==> src/rtl/arm9_timer_bank.sv <==
// arm9_timer_bank
//   Bus-attached bank of NCH programmable down-counter timers on the ram_* data
//   port. Each channel has a reload value (LOAD), a live counter (VALUE), a
//   control word (EN / ONESHOT / IEN) and one bit in a shared write-1-to-clear
//   STATUS register. irq is a level output: the OR of all pending, enabled
//   channels.
//
//   Register window (512 bytes at BASE_ADDR), channel c at offset 16*c:
//     +0x0 CTRL  bit0 EN, bit1 ONESHOT, bit2 IEN
//     +0x4 LOAD  reload value (CNT_W bits)
//     +0x8 VALUE current count (read-only)
//     0x100 STATUS (W1C), 0x104 PRESCALE (only with ARM9_TIMER_PRESCALE_EN)
//
//   Optional feature macro: ARM9_TIMER_PRESCALE_EN adds a 16-bit shared
//   prescaler so counters tick once every PRESCALE+1 clk cycles.
//
// Ports
//   clk, rst     system clock, synchronous active-high reset
//   ram_cen      bus access strobe
//   ram_wen      1 = write, 0 = read
//   ram_flag     write byte enables (bit n -> wdata[8n+7:8n])
//   ram_addr     byte address (word aligned)
//   ram_wdata    write data
//   ram_rdata    registered read data (valid the cycle after the request)
//   irq          OR of irq_vec
//   irq_vec      per-channel STATUS & IEN
module arm9_timer_bank #(
  parameter int          NCH       = 4,
  parameter int          CNT_W     = 32,
  parameter logic [31:0] BASE_ADDR = 32'hE0001000
) (
  input  logic           clk,
  input  logic           rst,
  input  logic           ram_cen,
  input  logic           ram_wen,
  input  logic [3:0]     ram_flag,
  input  logic [31:0]    ram_addr,
  input  logic [31:0]    ram_wdata,
  output logic [31:0]    ram_rdata,
  output logic           irq,
  output logic [NCH-1:0] irq_vec
);

  function automatic logic [31:0] merge_bytes(input logic [31:0] old_v,
                                              input logic [31:0] new_v,
                                              input logic [3:0]  be);
    logic [31:0] r;
    r = old_v;
    for (int b = 0; b < 4; b++)
      if (be[b]) r[8*b +: 8] = new_v[8*b +: 8];
    return r;
  endfunction

  logic             hit, wr_acc, rd_acc;
  logic [8:0]       off;
  logic [3:0]       ch_sel;
  logic [1:0]       reg_sel;
  logic             wr_status;
  logic [NCH-1:0]   wr_ctrl, wr_load;
  logic [NCH-1:0]   en_q, os_q, ien_q, status_q;
  logic [CNT_W-1:0] load_q  [NCH];
  logic [CNT_W-1:0] value_q [NCH];
  logic [31:0]      load_wr_val [NCH];
  logic [NCH-1:0]   run, expire, reload, ctrl_wr;
  logic [NCH-1:0]   status_clr;
  logic [31:0]      rd_mux;
  logic             tick;
  logic             unused_addr_bits;

  assign unused_addr_bits = &{1'b0, ram_addr[1:0]};

`ifdef ARM9_TIMER_PRESCALE_EN
  logic [15:0] presc_q, pcnt_q;
  logic        wr_presc;

  assign wr_presc = wr_acc & (off == 9'h104);
  assign tick     = (pcnt_q == presc_q);

  // Writing PRESCALE restarts the shared divider from zero.
  always_ff @(posedge clk) begin
    if (rst) begin
      presc_q <= '0;
      pcnt_q  <= '0;
    end else if (wr_presc) begin
      if (ram_flag[0]) presc_q[7:0]  <= ram_wdata[7:0];
      if (ram_flag[1]) presc_q[15:8] <= ram_wdata[15:8];
      pcnt_q <= '0;
    end else if (tick) begin
      pcnt_q <= '0;
    end else begin
      pcnt_q <= pcnt_q + 16'd1;
    end
  end
`else
  assign tick = 1'b1;
`endif

  // Address decode and read mux
  always_comb begin
    hit       = (ram_addr[31:9] == BASE_ADDR[31:9]);
    wr_acc    = ram_cen & ram_wen & hit;
    rd_acc    = ram_cen & ~ram_wen & hit;
    off       = ram_addr[8:0];
    ch_sel    = off[7:4];
    reg_sel   = off[3:2];
    wr_ctrl   = '0;
    wr_load   = '0;
    rd_mux    = '0;
    wr_status = wr_acc & (off == 9'h100);
    for (int c = 0; c < NCH; c++) begin
      if (!off[8] && ch_sel == 4'(c)) begin
        case (reg_sel)
          2'd0: begin
            wr_ctrl[c] = wr_acc;
            rd_mux     = {29'b0, ien_q[c], os_q[c], en_q[c]};
          end
          2'd1: begin
            wr_load[c] = wr_acc;
            rd_mux     = 32'(load_q[c]);
          end
          2'd2:    rd_mux = 32'(value_q[c]);
          default: rd_mux = '0;
        endcase
      end
    end
    if (off == 9'h100) rd_mux = 32'(status_q);
`ifdef ARM9_TIMER_PRESCALE_EN
    if (off == 9'h104) rd_mux = {16'b0, presc_q};
`endif
  end

  // Per-channel next-state terms
  always_comb begin
    status_clr = (wr_status & ram_flag[0]) ? ram_wdata[NCH-1:0] : '0;
    for (int c = 0; c < NCH; c++) begin
      load_wr_val[c] = merge_bytes(32'(load_q[c]), ram_wdata, ram_flag);
      ctrl_wr[c]     = wr_ctrl[c] & ram_flag[0];
      // A software write that clears EN freezes VALUE at this edge.
      run[c]         = en_q[c] & tick & ~(ctrl_wr[c] & ~ram_wdata[0]);
      expire[c]      = run[c] & (value_q[c] == '0);
      // Reload on 0->1 enable, on periodic expiry, and when a software EN=1
      // write lands on the same edge as a one-shot expiry.
      reload[c]      = (ctrl_wr[c] & ram_wdata[0] & (~en_q[c] | (expire[c] & os_q[c])))
                     | (expire[c] & ~os_q[c]);
    end
  end

  // Channel state registers
  always_ff @(posedge clk) begin
    if (rst) begin
      en_q     <= '0;
      os_q     <= '0;
      ien_q    <= '0;
      status_q <= '0;
      for (int c = 0; c < NCH; c++) begin
        load_q[c]  <= '0;
        value_q[c] <= '0;
      end
    end else begin
      // Hardware set wins over a simultaneous W1C.
      status_q <= (status_q & ~status_clr) | expire;
      for (int c = 0; c < NCH; c++) begin
        if (ctrl_wr[c]) begin
          en_q[c]  <= ram_wdata[0];
          os_q[c]  <= ram_wdata[1];
          ien_q[c] <= ram_wdata[2];
        end else if (expire[c] & os_q[c]) begin
          en_q[c] <= 1'b0;
        end
        if (wr_load[c]) load_q[c] <= load_wr_val[c][CNT_W-1:0];
        if (reload[c])
          value_q[c] <= load_q[c];
        else if (run[c] && value_q[c] != '0)
          value_q[c] <= value_q[c] - CNT_W'(1);
      end
    end
  end

  // Registered read data; non-hit cycles hold the last value.
  always_ff @(posedge clk) begin
    if (rst)         ram_rdata <= '0;
    else if (rd_acc) ram_rdata <= rd_mux;
  end

  assign irq_vec = status_q & ien_q;
  assign irq     = |irq_vec;

endmodule

==> config.mk <==
export PLATFORM = sky130hd
export DESIGN_NAME = arm9_timer_bank
export DESIGN_NICKNAME = d
export VERILOG_FILES = /design/src/rtl/arm9_timer_bank.sv
export SDC_FILE = /design/constraint.sdc
export NUM_CORES = 1
export LEC_CHECK = 0
export CORE_MARGIN = 10
export CORE_UTILIZATION = 52
export CTS_CLUSTER_DIAMETER = 150
export DETAILED_ROUTE_END_ITERATION = 10
export DONT_BUFFER_PORTS = 1
export GPL_ROUTABILITY_DRIVEN = 0
export PLACE_DENSITY = 0.76
export RECOVER_POWER = 50
export SLEW_MARGIN = 10
export SYNTH_ARGS = -nofsm -noshare
export SYNTH_HDL_FRONTEND = slang
export SYNTH_SLANG_ARGS = --single-unit
==> constraint.sdc <==
create_clock -name clk -period 5.4 [get_ports clk]
set_clock_uncertainty 0.15 [all_clocks]
set_input_delay 1.08 -clock clk [delete_from_list [all_inputs] [get_ports clk]]
set_output_delay 1.08 -clock clk [all_outputs]
set_load 0.05 [all_outputs]
# After elaboration in Yosys (flattened, before gate mapping)
# Memories as Yosys holds them, arrays and structs flattened.
# Index checks and enable logic that the tools add are counted.
# totals
reg_bits	48
mem_bits_rw	256
input_bits	72
output_inout_bits	37
wordCells	225
memories	2
# memory_table
name	depth	word_bits	read_ports	rd_ports_with_merged_regs	write_ports	line	text
load_q	4	32	4	0	4	61	logic [CNT_W-1:0] load_q [NCH];
value_q	4	32	4	0	4	62	logic [CNT_W-1:0] value_q [NCH];
# op_classes
n_addsub	4
n_eq_ne	7
n_mux	98
bitwise_logic	76
reduce_logical	24
# op_table
cell	count
$mux 32	17
$pmux 32 s3	4
$logic_not 32->1	4
$mux 8	16
$reduce_bool 32->1	4
$sub 32x1->32 const B	4
$mux 1	60
$and 1x1->1	38
$eq 23x23->1 const B	1
$or 1x1->1	20
$not 1->1	14
$eq 9x9->1 const B	1
$and 4x4->4	2
$eq 4x2->1 const B	2
$logic_and 1x1->1	8
$reduce_bool 2->1	4
$eq 4x1->1 const B	1
$logic_not 4->1	1
$mux 4	1
$not 4->4	1
$or 4x4->4	1
$reduce_or 4->1	1
$eq 2x1->1 const B	1
$eq 2x2->1 const B	1
other kinds (2)	2

# Longest topological paths before layout
# Gate-level depths: netlist of the first run.
# logic_depth
ltp_word	18
mapped_depth	11
ltp_nobuf	9

# Worst setup path after synthesis of the first run
# Ideal clock, no wire load.
# synth_path
path_type	input-to-reg
from	in ram_addr[3]
to	mem value_q[1][0] (enable)
setup_time_ps	466
arrival_time_ps	4269
path_slack_ps	516
path_stages	5
n_path_buf	1
cell_sequence	clkbuf_1 nand4bb_1 nand3b_1 nor3_1 o21ai_0
# synth_lines
item	line	text
from (decl)	37	input logic [31:0] ram_addr,
to (decl)	62	

==> flow_summary.ini, run 1 <==
[outcome]
status = complete, but fails checks
violations = max-capacitance violations, max-slew violations

[logic_synthesis]
seq_area_frac_synth_pct = 51.76
yosys_warnings = 0
synth_cell_types = 73
syn_avg_cell_area_um2 = 10.55
ys_ff_latch = 304
async_flop_share_pct = 0
netlist_instances = 1584
synth_area_um2 = 16710
synth_fp_nets = 1660
synth_ff_type = edfxtp_1
synth_edf_count = 256

[grt]
met2_usage_pct = 39.63
grt_use_met3_pct = 5.299
antenna_found_initial = 2
grt_pass1_wl_um = 77290
grt_usage_pct = 25.25
busiest_layer = met2
grtUsageMet1_pct = 32.55
grt_max_degree = 87
grt_pass1_vias = 12860
globalRouteOverflowTotal = 0

[floorplanning]
die_x_um = 199.2
die_area_um2 = 39700
die_h_um = 199.2
coreArea_um2 = 31640
fp-row-count = 65
initial_core_util_pct = 52.81
io_pins = 109

[timing]
tightest_slew_ns = 1.731
setup_viol = 0
rsz0062_at_grt = false
max_slew_margin_pct = -15.40
period_share_pct = 87.31
hold_ws_ns = 0.3412
fmax_ghz = 0.2121
hold_violations = 0
slew_violations = 119
min_period_ns = 4.715
setup_tns_ns = 0

[setup_path]
regToRegSetupSlack_ns = 0.72
crit_required_ns = 5.51
rr_endpoint = value_q[2][13]$_SDFFCE_PN0P_
crit_type = primary input to register
critPathMaxStageDelay_ns = 1.20
r2r_cells = 9
cp-start-kind = primary input
timing.rr.start = value_q[2][0]$_SDFFCE_PN0P_
end_kind = register
crit_path_cell_trace = nor4b_1, nand4_1, o41ai_1, a21oi_1, o21ai_2, clkbuf_1, inv_1, o211a_1
slowest_stage = clkbuf_1
crit_arrival_ns = 4.83
path_max_fanout = 30

[cts]
cts_sinks = 304
cts_buffer_depth = 3
clkLatencyLatePin_ns = 0.53
cts_tree = done
post_cts_resized = 0
ctsHoldBuffers = 0
clkTransAtPathRegs_ns = 0.06
cts_setup_buffers = 0
cts_root_buf = clkbuf_16
numCtsBuffers = 34
cts-htree-levels = 2

[layout]
area_growth_pct = 8.582
layout_commonest_cell = edfxtp_1
final_cell_mix = 256 x edfxtp_1, 175 x nor2_1, 91 x a22oi_1, 84 x a211oi_1, 77 x xnor2_1
drive_gt1_share_pct = 7.234
nets = 1614

[power]
p_switching_uw = 1215
pwr-share-comb_pct = 4.9
clkPwrFrac_pct = 44.0
switching_share_pct = 22.97
ir_drop_uv = 189.0
p_per_area_nw_per_um2 = 291.4
p_leak_uw = 0.005602
p_seq_share_pct = 51.1
power.internal_uw = 4072

[worst_hold_path]
whs_endpoint = os_q[0]$_SDFFE_PP0N_
hold_path.class = register to register
hold-path-cell-count = 2
hp-start = os_q[0]$_SDFFE_PP0N_

[run]
maxCapViolCount = 4

[placement]
hpwl_um = 35510
io_buffer_count = 0

[drt]
avgRoutedWirePerCell_um = 26.09
drt-total-wl_um = 51420
via_per_inst = 6.905
drcViolationCount = 0
num_vias = 13610
drt_iter0_drc = 1948
ant_nets = 0
firstDrtPassIters = 6
==> worst max-delay path: cells and delay by family <==
kind	cells	cell delay (ns)
buffers and inverters	2	1.48
AO/OA/AOI/OAI	4	1.48
AND/OR/NAND/NOR	2	0.78
==> synthesized netlist by cell type, types with 11 or more instances <==
cell type  number  area [um^2]
nor3_1         56        280.3
or4_1          14        105.1
mux2i_1        17        170.2
a221oi_1       11        96.34
nor4_1         35        219.0
xor2_1         36        315.3
a211oi_1       84        630.6
o2bb2ai_1      32        280.3
inv_1          34        127.6
o21ai_0        14        70.07
xnor2_1        77        674.4
dfxtp_1        48        960.9
a22oi_1        91        683.2
a21oi_1        40        200.2
o22ai_1        32        200.2
edfxtp_1      256         7687
nor2b_1        11        68.82
a21o_1         14        105.1
nand3_1        16        80.08
nor2_1        175        656.9
and2_1        118        738.2
clkbuf_1      101        379.1
nand2_1        66        247.7
or3_1          21        131.4
o311ai_0       27        236.5
a221o_1        26        260.3
==> state kept, by name, summed over array words and instances (netlist names) <==
name / count
status_q: 4
value_q: 128
ien_q: 4
os_q: 4
load_q: 128
ram_rdata: 32
en_q: 4
==> worst max path at each step <==
| stage | cells past startpoint | slack (ns) | startpoint | to |
|---|---|---|---|---|
| 2_1_floorplan | 5 | 0.52 | ram_addr[3] | value_q[1][0]$_SDFFCE_PN0P_ |
| 3_3_place_gp | 7 | 1.17 | ram_addr[10] | load_q[3][8]$_SDFFCE_PN0P_ |
| 3_5_place_dp | 7 | 1.08 | ram_addr[10] | value_q[2][23]$_SDFFCE_PN0P_ |
| 4_1_cts | 9 | 1.22 | value_q[2][0]$_SDFFCE_PN0P_ | value_q[2][30]$_SDFFCE_PN0P_ |
| 5_1_grt | 8 | 0.44 | ram_addr[10] | value_q[0][2]$_SDFFCE_PN0P_ |
| 6_report | 8 | 0.69 | ram_addr[10] | value_q[0][8]$_SDFFCE_PN0P_ |
==> metal layers <==
layer	wire, um	vias to the layer above
met1	19450	6637
met5	13	-
met4	2243	2
li1	-	5973
met3	5790	124
met2	23920	874
==> cells by family after synthesis <==
| group | Yosys count | share of synthesized area [%] |
|---|---|---|
| AND/OR/NAND/NOR | 576 | 18.28 |
| XOR/XNOR | 113 | 5.924 |
| buffers and inverters | 157 | 3.827 |
| multiplexers | 21 | 1.288 |
| flip-flops | 304 | 51.76 |
| AO/OA/AOI/OAI | 409 | 18.62 |
| adder cells (fa/ha/maj) | 4 | 0.2996 |
==> through the flow <==
| step | std cells | total power, uW | cell area (um^2) | worst slack (ns) | util (%) |
|---|---|---|---|---|---|
| 5_1_grt | 1968 | 5412 | 18130 | 0.4377 | 57.32 |
| 6_report | 1971 | 5286 | 18140 | 0.6852 | 57.34 |
| 3_5_place_dp | 1904 | 3000 | 17100 | 1.085 | 54.04 |
| 4_1_cts | 1964 | 5284 | 18210 | 1.223 | 57.56 |
| 2_1_floorplan | 1584 | 2917 | 16710 | 0.5156 | - |
| 3_3_place_gp | 1904 | 2991 | 17100 | 1.166 | 54.04 |
==> area by class of cell <==
| class | instances | area [um^2] |
|---|---|---|
| Clock buffer | 42 | 954.7 |
| Sequential cell | 304 | 8648 |
| Multi-Input combinational cell | 1123 | 7471 |
| Inverter | 34 | 127.6 |
| Timing Repair Buffer | 41 | 260.3 |
| Fill cell | 2604 | 13500 |
| Tap cell | 402 | 503.0 |
| Antenna cell | 7 | 17.52 |
| Clock inverter | 18 | 158.9 |
==> power groups by stage <==
stage | Clock [uW] | Sequential, uW | Combinational [uW]
2_1_floorplan | 0 | 2720 | 196
3_3_place_gp | 0 | 2740 | 248
3_5_place_dp | 0 | 2750 | 253
4_1_cts | 2330 | 2700 | 255
5_1_grt | 2420 | 2710 | 277
6_report | 2330 | 2700 | 258
Note: power is estimated with default switching activity, not from simulation.
==> run 2: changes to the inputs <==
- CORE_UTILIZATION: 52 -> 54
- PLACE_DENSITY: 0.76 -> 0.78
- clock period: 5.4 -> 4.6 ns (I/O delays scaled with it)
==> run 2 against run 1 <==
The flow still finishes with violations (max-capacitance violations, max-slew violations). Power grew 23%. Clock power is 30% higher. First-iteration DRC count is 3.4% higher. Sequential share of layout area is 0.51 points lower. Cell count rose by 0.15%. Largest power group unchanged.
==> flow_summary.ini, run 2 (synthesis gave the netlist of run 1 again) <==
[grt]
grt_pass1_wl_um = 79530
grt_max_degree = 66
globalRouteOverflowTotal = 0
grt_usage_pct = 26.06
grt_pass1_vias = 13180
antenna_found_initial = 1

[cts]
cts-htree-levels = 2
cts_setup_buffers = 0
post_cts_resized = 0
cts_sinks = 304
numCtsBuffers = 35
clkLatencyLatePin_ns = 0.53
clkTransAtPathRegs_ns = 0.06
ctsHoldBuffers = 0
cts_buffer_depth = 3
cts_tree = done
cts_root_buf = clkbuf_16

[drt]
drt_iter0_drc = 2015
via_per_inst = 7.063
num_vias = 13940
firstDrtPassIters = 8
drt-total-wl_um = 52050
ant_nets = 0
avgRoutedWirePerCell_um = 26.37
drcViolationCount = 0

[floorplanning]
die_area_um2 = 38370
fp-row-count = 64
io_pins = 109
die_h_um = 195.9
die_x_um = 195.9
coreArea_um2 = 30590
initial_core_util_pct = 54.62

[layout]
reg.largest.list = load_q x128, value_q x128, ram_rdata x32
n_antenna_cell = 0
layout_commonest_cell = edfxtp_1
fillers = 2476
drive_gt1_share_pct = 8.302
nets = 1629
final_cell_mix = 256 x edfxtp_1, 175 x nor2_1, 91 x a22oi_1, 84 x a211oi_1, 77 x xnor2_1
area_growth_pct = 9.758

[timing]
setup_tns_ns = 0
setup_viol = 0
min_period_ns = 3.893
period_share_pct = 84.63
rsz0062_at_grt = false
max_slew_margin_pct = -4.873
hold_violations = 0
slew_violations = 31
fmax_ghz = 0.2569
layout_setup_ws_ns = 0.7072
tightest_slew_ns = 1.573

[setup_path]
crit_arrival_ns = 4.11
path_max_fanout = 32
cp-start-kind = register
r2r_cells = 9
end_kind = register
crit_required_ns = 4.81
crit_type = register to register

[outcome]
violations = max-capacitance violations, max-slew violations
status = complete, but fails checks

[power]
p_per_area_nw_per_um2 = 355.3
p_leak_uw = 0.005739
ir_drop_uv = 323.0

[worst_hold_path]
hold-path-cell-count = 2
hold_path.class = register to register

[placement]
dp_slack_ns = 0.5920
hpwl_um = 35230
io_buffer_count = 0

[run]
maxCapViolCount = 1
[run 2: changes by cell type in the layout (fill, tap and decap cells not counted), sizes merged]
cell | before | now
clkinvlp | 3 | 2
bufinv | 2 | 7
inv | 36 | 35
clkinv | 11 | 9
buf | 25 | 36
diode | 7 | 0
clkbuf | 58 | 62
[run 2: per-layer routing]
| metal | track usage (%) | vias up | part of all wire (%) |
|---|---|---|---|
| li1 | - | 5996 | - |
| met1 | 33.59 | 6731 | 37 |
| met2 | 40.53 | 1059 | 46 |
| met3 | 6.360 | 154 | 13 |
| met4 | 12.25 | 2 | 4.7 |
| met5 | 0 | - | 0.023 |
[run 2: worst paths after layout]
kind | start | to | slack, ns
setup reg to reg | value_q[3][0]$_DFFE_PP_ | value_q[3][5]$_DFFE_PP_ | 0.71
hold reg to reg | ien_q[0]$_SDFFE_PP0N_ | ien_q[0]$_SDFFE_PP0N_ | 0.31
hold / removal | ien_q[0]$_SDFFE_PP0N_ | ien_q[0]$_SDFFE_PP0N_ | 0.31
setup / recovery | value_q[3][0]$_DFFE_PP_ | value_q[3][5]$_DFFE_PP_ | 0.71
[run 2: final cells by class]
type / count / area [um^2] / share of cell area [%]
Sequential cell: 304 / 8648 / 47.16
Clock buffer: 43 / 955.9 / 5.213
Tap cell: 396 / 495.5 / 2.702
Inverter: 34 / 127.6 / 0.6960
Clock inverter: 19 / 284.0 / 1.549
Multi-Input combinational cell: 1123 / 7471 / 40.74
Timing Repair Buffer: 55 / 355.3 / 1.938
[run 2: metrics by stage]
stage	hold slack [ns]	cells	util (%)	instance area [um^2]	power, uW
3_3_place_gp	0.2973	1912	56.21	17200	3513
2_1_floorplan	0.2878	1584	-	16710	3424
3_5_place_dp	0.3059	1912	56.21	17200	3522
5_1_grt	0.3134	1974	59.95	18340	6657
4_1_cts	0.3154	1974	60.27	18440	6513
6_report	0.3145	1974	59.95	18340	6515
[run 2: report_power, final]
group,switching [uW],internal (uW),leakage (uW)
Clock,1160,1870,0.000605
Combinational,196,109,0.00221
Sequential,96.2,3080,0.00292
[run 2: worst max-delay path: stages (launching register included)]
cell and delay, ns:
edfxtp_1 0.43, inv_1 0.08, ha_1 0.20, nor4b_1 0.52
nand4_1 0.42, or2_0 0.55, or3_4 0.48, o41ai_4 0.29
buf_4 0.42, o2bb2ai_1 0.17
==> run 3: changes to the inputs <==
- clock period: 4.6 -> 3.9 ns (I/O delays scaled with it)
==> run 3 against run 2 <==
The flow still finishes with violations (max-capacitance violations, max-slew violations). Via count grew 0.26%. Power grew 13%. Critical path depth is the same. Routed wire length grew 0.35%. Cell count grew 0.56%. Clock power grew 7.6%. Combinational power grew 22%. Non-clock buffer count grew 12. Flip-flop and latch count is the same. Worst hold slack lost 0.13 ns. Register-to-register slack lost 0.44 ns. Die area is the same. Critical endpoint is now load_q[0][28]$_SDFFCE_PN0P_.
==> flow_summary.ini, run 3 (synthesis gave the netlist of run 1 again) <==
[setup_path]
end_kind = register
crit_start = ram_addr[31]
timing.rr.start = value_q[3][0]$_DFFE_PP_
path_max_fanout = 20
crit_path_cell_trace = and4b_1, nand4_1, clkbuf_1, nor2_1, nand4_1, clkbuf_1, nor2_1, clkbuf_2, and2_0
cp-start-kind = primary input
critPathMaxStageDelay_ns = 0.99
crit_required_ns = 4.02
crit_arrival_ns = 3.76
crit_type = primary input to register
slowest_stage = clkbuf_1

[timing]
tightest_slew_ns = 1.597
setup_tns_ns = 0
rsz0062_at_grt = false
min_period_ns = 3.644
max_slew_margin_pct = -6.469
hold_violations = 0
period_share_pct = 93.44
setup_viol = 0
fmax_ghz = 0.2744
slew_violations = 31

[grt]
grt_max_degree = 66
grt_pass1_wl_um = 80720
grt_pass1_vias = 13420
grt_usage_pct = 26.43
antenna_found_initial = 0
globalRouteOverflowTotal = 0

[drt]
via_per_inst = 7.042
drt_iter0_drc = 2058
drt-total-wl_um = 52240
ant_nets = 0
drcViolationCount = 0
firstDrtPassIters = 6
avgRoutedWirePerCell_um = 26.32
num_vias = 13980

[placement]
hpwl_um = 36110
dpl_cell_area_um2 = 17320
io_buffer_count = 0
dp_cells = 1924

[run]
maxCapViolCount = 1

[cts]
cts_sinks = 304
clkTransAtPathRegs_ns = 0.06
cts_buffer_depth = 3
clkLatencyLatePin_ns = 0.52
cts_tree = done
cts_root_buf = clkbuf_16
cts-htree-levels = 2
numCtsBuffers = 34
cts_setup_buffers = 0
ctsHoldBuffers = 0

[floorplanning]
fp-row-count = 64
die_h_um = 195.9
die_area_um2 = 38370
die_x_um = 195.9
coreArea_um2 = 30590
initial_core_util_pct = 54.62
io_pins = 109

[layout]
final_cell_mix = 256 x edfxtp_1, 174 x nor2_1, 91 x a22oi_1, 84 x a211oi_1, 77 x xnor2_1
nets = 1640
stdcell_count = 1985
finalCoreUtilization_pct = 60.03
area_growth_pct = 9.916
layout_commonest_cell = edfxtp_1
finalInstanceArea_um2 = 18360
n_antenna_cell = 0
drive_gt1_share_pct = 9.188
reg.largest.list = load_q x128, value_q x128, ram_rdata x32
fillers = 2503

[power]
p_per_area_nw_per_um2 = 402.1
p_leak_uw = 0.005783
power.total_uw = 7384
ir_drop_uv = 353.8

[outcome]
violations = max-capacitance violations, max-slew violations
status = complete, but fails checks

[worst_hold_path]
hold_path.class = primary input to register
hp-start = rst
==> run 3: cell count changes in the layout (fill, tap and decap cells not counted), moves of 3 or more <==
cell       delta
buf_12        +3
clkbuf_2      +4
buf_4         +9
and2_0        -3
and2_1        +3
bufinv_16     -4
==> run 3: layout make-up <==
| type | count | area [um^2] | area share [%] |
|---|---|---|---|
| Sequential cell | 304 | 8648 | 47.09 |
| Multi-Input combinational cell | 1123 | 7485 | 40.76 |
| Clock buffer | 46 | 967.2 | 5.267 |
| Tap cell | 396 | 495.5 | 2.698 |
| Timing Repair Buffer | 67 | 488.0 | 2.657 |
| Clock inverter | 15 | 152.6 | 0.8312 |
| Inverter | 34 | 127.6 | 0.6950 |
==> run 3: timing repair <==
item | CTS | global route
gates resized for setup | 0 | 1
setup endpoints to repair | 0 | 31
endpoints found under the hold margin | 0 | 0
==> run 3: layer usage <==
layer | vias to the layer above | wire length, um | global-route usage [%]
met5 | - | 0 | 0
met2 | 1099 | 23940 | 41.23
met1 | 6681 | 19080 | 34.16
met3 | 174 | 6568 | 6.155
li1 | 6024 | - | -
met4 | 0 | 2648 | 12.39
==> run 3: through the flow <==
stage / setup WS [ns] / hold WS [ns]
after global routing: 0.05155 / 0.1779
final: 0.2560 / 0.1843
after detailed placement: 0.2078 / 0.3020
after CTS: 0.2148 / 0.1759
after global placement: 0.4323 / 0.2938
after floorplan: 0.01320 / 0.2878
==> run 3: worst paths after layout <==
path	endpoint	slack (ns)	cells after the start
max	load_q[0][28]$_SDFFCE_PN0P_	0.26	9
min	os_q[3]$_SDFFE_PP0N_	0.18	1
max reg2reg	value_q[3][10]$_DFFE_PP_	0.27	9
min reg2reg	ien_q[0]$_SDFFE_PP0N_	0.31	2
==> run 3: critical path: cells and delay by family <==
family                 cells  cell delay, ns
AND/OR/NAND/NOR            6            1.17
buffers and inverters      3            1.80
==> run 3: power by group <==
part           internal (uW)  switching, uW
Sequential              3630            114
Combinational            134            236
Clock                   1940           1330
